--- src/rtl/trace_pkg.sv ---
// Shared widths, entry layout and helpers for the register-write tracer.
package trace_pkg;
  localparam int REG_W       = 5;
  localparam int DATA_W      = 32;
  localparam int DROP_W      = 16;
  localparam int STAMP_W_DEF = 16;

  // Entry layout at the default stamp width; the top re-declares it with its own STAMP_W.
  typedef struct packed {
    logic [STAMP_W_DEF-1:0] stamp;
    logic [REG_W-1:0]       regno;
    logic [DATA_W-1:0]      data;
  } trace_entry_t;

  function automatic logic [DROP_W-1:0] sat_inc(input logic [DROP_W-1:0] v);
    return (&v) ? v : v + 1'b1;
  endfunction
endpackage

--- src/rtl/regwrite_tracer_if.sv ---
// Regfile write tap plus the valid/ready drain port of the tracer.
interface regwrite_tracer_if #(parameter int STAMP_W = 16);
  import trace_pkg::*;

  logic                ctrl_writeEnable;
  logic [REG_W-1:0]    ctrl_writeReg;
  logic [DATA_W-1:0]   data_writeReg;
  logic                out_valid;
  logic                out_ready;
  logic [REG_W-1:0]    out_reg;
  logic [DATA_W-1:0]   out_data;
  logic [STAMP_W-1:0]  out_stamp;

  modport master (
    input  ctrl_writeEnable, ctrl_writeReg, data_writeReg, out_ready,
    output out_valid, out_reg, out_data, out_stamp
  );

  modport slave (
    output ctrl_writeEnable, ctrl_writeReg, data_writeReg, out_ready,
    input  out_valid, out_reg, out_data, out_stamp
  );
endinterface

--- src/rtl/trace_fifo.sv ---
// Synchronous show-ahead FIFO; full/empty derive from the occupancy counter.
module trace_fifo #(
  parameter int WIDTH = 8,
  parameter int DEPTH = 16,
  localparam int AW   = $clog2(DEPTH)
) (
  input  logic             clk,
  input  logic             rst,
  input  logic             push,
  input  logic             pop,
  input  logic             flush,
  input  logic [WIDTH-1:0] wdata,
  output logic [WIDTH-1:0] rdata,
  output logic             full,
  output logic             empty,
  output logic [AW:0]      level
);
  logic [WIDTH-1:0] mem [DEPTH];
  logic [AW-1:0]    wr_ptr, rd_ptr;
  logic             do_push, do_pop;

  assign full    = (level == (AW+1)'(DEPTH));
  assign empty   = (level == '0);
  assign do_pop  = pop & ~empty;
  // A pop frees the slot in the same cycle, so a full FIFO still takes the push.
  assign do_push = push & (~full | do_pop);
  // Zero when empty so the head never shows stale or uninitialised storage.
  assign rdata   = empty ? '0 : mem[rd_ptr];

  always_ff @(posedge clk) begin
    if (rst || flush) begin
      wr_ptr <= '0;
      rd_ptr <= '0;
      level  <= '0;
    end else begin
      if (do_push) wr_ptr <= wr_ptr + 1'b1;
      if (do_pop)  rd_ptr <= rd_ptr + 1'b1;
      case ({do_push, do_pop})
        2'b10:   level <= level + 1'b1;
        2'b01:   level <= level - 1'b1;
        default: level <= level;
      endcase
    end
  end

  always_ff @(posedge clk) begin
    if (do_push && !rst && !flush) mem[wr_ptr] <= wdata;
  end
endmodule

--- src/rtl/regwrite_tracer.sv ---
// Timestamps every non-r0 regfile write into a FIFO drained over valid/ready.
module regwrite_tracer
  import trace_pkg::*;
#(
  parameter int DEPTH   = 16,
  parameter int STAMP_W = 16
) (
  input  logic                     clock,
  input  logic                     reset,
  regwrite_tracer_if.master        bus,
  input  logic                     trace_en,
  input  logic                     flush,
  output logic [$clog2(DEPTH):0]   level,
  output logic                     overflow,
  output logic [DROP_W-1:0]        drop_count
);
  typedef struct packed {
    logic [STAMP_W-1:0] stamp;
    logic [REG_W-1:0]   regno;
    logic [DATA_W-1:0]  data;
  } entry_t;

  logic [STAMP_W-1:0] stamp;
  logic               capture, pop_fire, drop, full, empty;
  entry_t             wr_e, rd_e;

  assign capture  = trace_en & bus.ctrl_writeEnable & (bus.ctrl_writeReg != '0);
  assign pop_fire = bus.out_valid & bus.out_ready;
  assign drop     = capture & full & ~pop_fire;

  assign wr_e = '{stamp: stamp, regno: bus.ctrl_writeReg, data: bus.data_writeReg};

  trace_fifo #(.WIDTH($bits(entry_t)), .DEPTH(DEPTH)) u_fifo (
    .clk   (clock),
    .rst   (reset),
    .push  (capture),
    .pop   (bus.out_ready),
    .flush (flush),
    .wdata (wr_e),
    .rdata (rd_e),
    .full  (full),
    .empty (empty),
    .level (level)
  );

  assign bus.out_valid = ~empty;
  assign bus.out_reg   = rd_e.regno;
  assign bus.out_data  = rd_e.data;
  assign bus.out_stamp = rd_e.stamp;

  // Stamp keeps counting through flush; only reset restarts it.
  always_ff @(posedge clock) begin
    if (reset) stamp <= '0;
    else       stamp <= stamp + 1'b1;
  end

  always_ff @(posedge clock) begin
    if (reset || flush) begin
      overflow   <= 1'b0;
      drop_count <= '0;
    end else if (drop) begin
      overflow   <= 1'b1;
      drop_count <= sat_inc(drop_count);
    end
  end
endmodule

--- src/flat_wrapper.sv ---
// flat-port wrapper written by rule: the top's interface ports become plain ports
module regwrite_tracer_flat import trace_pkg::*;
#(
  parameter int DEPTH   = 16,
  parameter int STAMP_W = 16
)
  (clock, reset, trace_en, flush, level, overflow, drop_count, bus_ctrl_writeEnable, bus_ctrl_writeReg, bus_data_writeReg, bus_out_ready, bus_out_valid, bus_out_reg, bus_out_data, bus_out_stamp);
  regwrite_tracer_if #(.STAMP_W(STAMP_W)) bus_i ();
  input  logic clock;
  input  logic reset;
  input  logic trace_en;
  input  logic flush;
  output logic [$clog2(DEPTH):0] level;
  output logic overflow;
  output logic [DROP_W-1:0] drop_count;
  input wire logic [$bits(bus_i.ctrl_writeEnable)-1:0] bus_ctrl_writeEnable;
  input wire logic [$bits(bus_i.ctrl_writeReg)-1:0] bus_ctrl_writeReg;
  input wire logic [$bits(bus_i.data_writeReg)-1:0] bus_data_writeReg;
  input wire logic [$bits(bus_i.out_ready)-1:0] bus_out_ready;
  output wire logic [$bits(bus_i.out_valid)-1:0] bus_out_valid;
  output wire logic [$bits(bus_i.out_reg)-1:0] bus_out_reg;
  output wire logic [$bits(bus_i.out_data)-1:0] bus_out_data;
  output wire logic [$bits(bus_i.out_stamp)-1:0] bus_out_stamp;
  assign bus_i.ctrl_writeEnable = bus_ctrl_writeEnable;
  assign bus_i.ctrl_writeReg = bus_ctrl_writeReg;
  assign bus_i.data_writeReg = bus_data_writeReg;
  assign bus_i.out_ready = bus_out_ready;
  assign bus_out_valid = bus_i.out_valid;
  assign bus_out_reg = bus_i.out_reg;
  assign bus_out_data = bus_i.out_data;
  assign bus_out_stamp = bus_i.out_stamp;
  regwrite_tracer #(.DEPTH(DEPTH), .STAMP_W(STAMP_W)) u_core (.clock(clock), .reset(reset), .bus(bus_i), .trace_en(trace_en), .flush(flush), .level(level), .overflow(overflow), .drop_count(drop_count));
endmodule
--- config.mk ---
export PLATFORM = sky130hd
export DESIGN_NAME = regwrite_tracer_flat
export DESIGN_NICKNAME = d
export VERILOG_FILES = /design/src/rtl/trace_pkg.sv /design/src/rtl/regwrite_tracer_if.sv /design/src/rtl/trace_fifo.sv /design/src/rtl/regwrite_tracer.sv /design/src/flat_wrapper.sv
export SDC_FILE = /design/constraint.sdc
export NUM_CORES = 1
export LEC_CHECK = 0
export CORE_UTILIZATION = 55
export DETAILED_ROUTE_END_ITERATION = 16
export PLACE_DENSITY = 0.76
export SLEW_MARGIN = 20
export SYNTH_ARGS = -nofsm -noshare
export SYNTH_HDL_FRONTEND = slang
export SYNTH_SLANG_ARGS = --single-unit
--- constraint.sdc ---
create_clock -name clock -period 6.3 [get_ports clock]
set_input_delay 1.26 -clock clock [delete_from_list [all_inputs] [get_ports clock]]
set_output_delay 1.26 -clock clock [all_outputs]
set_load 0.01 [all_outputs]
==> impl_metrics.py <==
metrics = {
    "status": {
        "status": "finished clean",
    },
    "synthesis": {
        "synth-seq-cells": 898,
        "synth_area_leaders": "edfxtp_1 (74%), mux4_2 (17%), dfxtp_1 (2.9%)",
        "synth.most_common_cell": "edfxtp_1",
        "ys_warn_count": 0,
        "synth_top_area_share_pct": 74.0,
        "ys_seq_area_share_pct": 76.9,
        "avgSynthCellArea_um2": 22.7,
        "synth_nets": 1572,
        "yosysUniqueCellTypes": 43,
        "synth_cells": 1518,
        "ys_async_sr_fraction_pct": 0,
        "yosys.area.top_type": "edfxtp_1",
        "syn_area_mm2": 0.0344,
        "synth-edff-count": 848,
        "synth_common_cells": "edfxtp_1 (848), mux4_2 (265), clkbuf_1 (54), and2_1 (53), dfxtp_1 (50)",
        "synth_ff_type": "edfxtp_1",
    },
    "timing": {
        "grt_setup_unrepaired": "no",
        "period_share_pct": 81.6,
        "slew_headroom_pct": 29.9,
        "drv_slew": 0,
        "whs_ns": 0.498,
        "fmax_ghz": 0.195,
        "skew_ns": 0.0376,
        "hold_viol": 0,
        "setup_tns_ns": 0,
        "finalSetupViolCount": 0,
        "finalCriticalPeriod_ns": 5.14,
        "tightest_slew_ns": 1.05,
    },
    "pwr": {
        "total_power_mw": 12.5,
        "seq_power_share_pct": 52.5,
        "leakagePower_nw": 12.1,
        "p_clk_share_pct": 44.5,
        "switchingPower_mw": 2.48,
        "p_sw_share_pct": 19.9,
        "p_per_area_mw_per_mm2": 312,
        "comb_power_share_pct": 3.0,
        "internal-power_mw": 9.97,
        "ir_drop_mv": 0.200,
    },
    "floorplanning": {
        "start_util_pct": 55.7,
        "fp.dieW_um": 252,
        "pin_count": 119,
        "coreArea_mm2": 0.0618,
        "die_area_mm2": 0.0636,
        "dieHeight_um": 252,
        "rows": 91,
    },
    "setup_path": {
        "path_class": "flip-flop to output port",
        "end_kind": "output port",
        "r2r-start": "u_core.u_fifo.level[0]",
        "timing.rr.end": "u_core.u_fifo.level[4]",
        "crit_top_cell": "mux4_2",
        "cp.arrival_ns": 3.88,
        "worstPathRequired_ns": 5.04,
        "path_depth": 5,
        "crit_family": "multiplexers",
        "crit_fanout": 58,
        "max_stage_delay_ns": 0.88,
        "r2r_cells": 10,
        "r2r_slack_ns": 3.12,
        "worstPathBufferInverterCount": 2,
        "cpMaxStageDelayCell": "dfxtp_4",
        "path_cells": "buf_12 > mux4_2 > mux4_2 > and2_1 > clkdlybuf4s50_1",
        "cp-start-kind": "flip-flop",
    },
    "global_routing": {
        "grt.overflow.total": 0,
        "grt_usage_pct": 24.3,
        "grt_pass1_vias": 17500,
        "grt_max_degree": 63,
        "antenna_found_initial": 2,
        "grt_pass1_wl_um": 112000,
    },
    "finish": {
        "nets": 1734,
        "fin_util_pct": 64.5,
        "stdcell_count": 2592,
        "drive_gt1_share_pct": 25.7,
        "syn_to_final_growth_pct": 15.9,
    },
    "detailed_routing": {
        "drt_iter0_drc": 1510,
        "drc": 0,
        "detail_route.wl_per_cell_um": 28.9,
        "route.vias.total": 16400,
        "dr.pass1.iters": 7,
        "drt_wl_total_um": 74800,
        "viasPerCell": 6.34,
        "antenna_left": 0,
    },
    "cts": {
        "cts_sinks": 898,
        "ctsHoldBuffers": 0,
        "cts_max_level": 3,
        "cts_root_buffer": "clkbuf_16",
        "cts_buffers": 87,
        "cts_tree": "done",
        "clock_latency_ns": 0.66,
        "clk_pin_slew_ns": 0.06,
        "clock_path_buffers": 3,
        "cts_resized": 0,
        "post-cts-setup-buffers": 0,
    },
    "place": {
        "gp_congestion": 0.760,
        "dp.cells": 2428,
        "place_hpwl_um": 37500,
        "port_buffers": 118,
    },
    "hold_path": {
        "worstHoldPathCells": 2,
        "hp-class": "flip-flop to flip-flop",
        "hold_start": "u_core.u_fifo.rd_ptr[3]",
    },
    "job": {
        "cap_violations": 0,
    },
}
-- final cells by class --
class,instances,area (um^2)
flip-flops and latches,898,26500
fillers,3870,21900
diodes,1,2.50
inverters,7,26.3
clock inverters,54,778
clock buffers,109,2290
repair buffers,150,1530
well taps,837,1050
multi-input cells,536,7750
-- power groups by stage --
stage	logic (mW)	registers, mW	clock network [mW]
2_1_floorplan	0.190	6.65	0
3_5_place_dp	0.383	6.66	0
6_report	0.379	6.53	5.54
3_3_place_gp	0.375	6.66	0
5_1_grt	0.409	6.53	5.83
4_1_cts	0.387	6.53	5.61
-- metrics by stage --
stage | worst slack [ns] | cell area (um^2)
3_3_place_gp | 1.45 | 36800
4_1_cts | 1.02 | 39900
2_1_floorplan | 0.130 | 34400
3_5_place_dp | 1.31 | 36800
6_report | 1.16 | 39900
5_1_grt | 0.913 | 39900
-- placed cells by master (no fill, tap or decap), types with 9 or more instances in the layout --
cell               n
clkbuf_16         87
and2_1            53
xor2_1            12
dfxtp_1           46
clkinv_1          16
xnor2_1            9
clkbuf_1          19
clkdlybuf4s50_1  118
ha_1              10
nand2_1           14
buf_4             23
buf_12             9
nand3_1           22
edfxtp_1         848
nor2_4            12
a21oi_1           18
or4_1              9
nor2_1            36
mux4_2           265
bufinv_16         16
-- registers in the layout, indices dropped and copies added, names as in the netlist, named ones only --
name and cells:
u_core.u_fifo.rd_ptr 4, u_core.u_fifo.level 5, u_core.u_fifo.wr_ptr 4, u_core.overflow 1, u_core.stamp 16, u_core.u_fifo.mem 848, u_core.drop_count 16
-- routing by layer --
metal / vias to the layer above / routed length (um) / share of wire [%] / track usage (%)
met5: - / 13 / 0.017 / 0
met4: 2 / 1540 / 2.1 / 6.82
met3: 113 / 5370 / 7.2 / 4.04
met2: 788 / 38000 / 51 / 40.6
met1: 8800 / 29800 / 40 / 33.6
li1: 6731 / - / - / -
-- worst reg2reg max path, stage by stage, from the launching register on --
cell and delay (ns):
dfxtp_1 0.35, or4_4 0.59, or2_2 0.52, nand3_1 0.22
inv_1 0.10, ha_1 0.32, nor2b_1 0.14, o21ai_0 0.25
nor4b_1 0.39, o21a_1 0.16, nor3_1 0.04
-- worst max path at each step --
stage / from / endpoint / slack (ns)
floorplan: bus_ctrl_writeReg[3] / u_core.u_fifo.mem[0][0] / 0.13
global placement: bus_ctrl_writeReg[2] / u_core.u_fifo.level[4] / 1.45
detailed placement: bus_ctrl_writeReg[2] / u_core.u_fifo.mem[10][18] / 1.31
CTS: flip-flop / bus_out_stamp[6] / 1.02
global route: flip-flop / bus_out_stamp[14] / 0.91
finish: flip-flop / bus_out_stamp[12] / 1.16
-- cell families after synthesis --
kind of cell / share of synthesized area, %
AND/OR/NAND/NOR: 2.98
adder cells (fa/ha/maj): 0.422
XOR/XNOR: 0.534
AO/OA/AOI/OAI: 0.738
flip-flops: 76.9
multiplexers: 17.5
buffers and inverters: 0.945
Note: power is estimated with default switching activity, not from simulation.
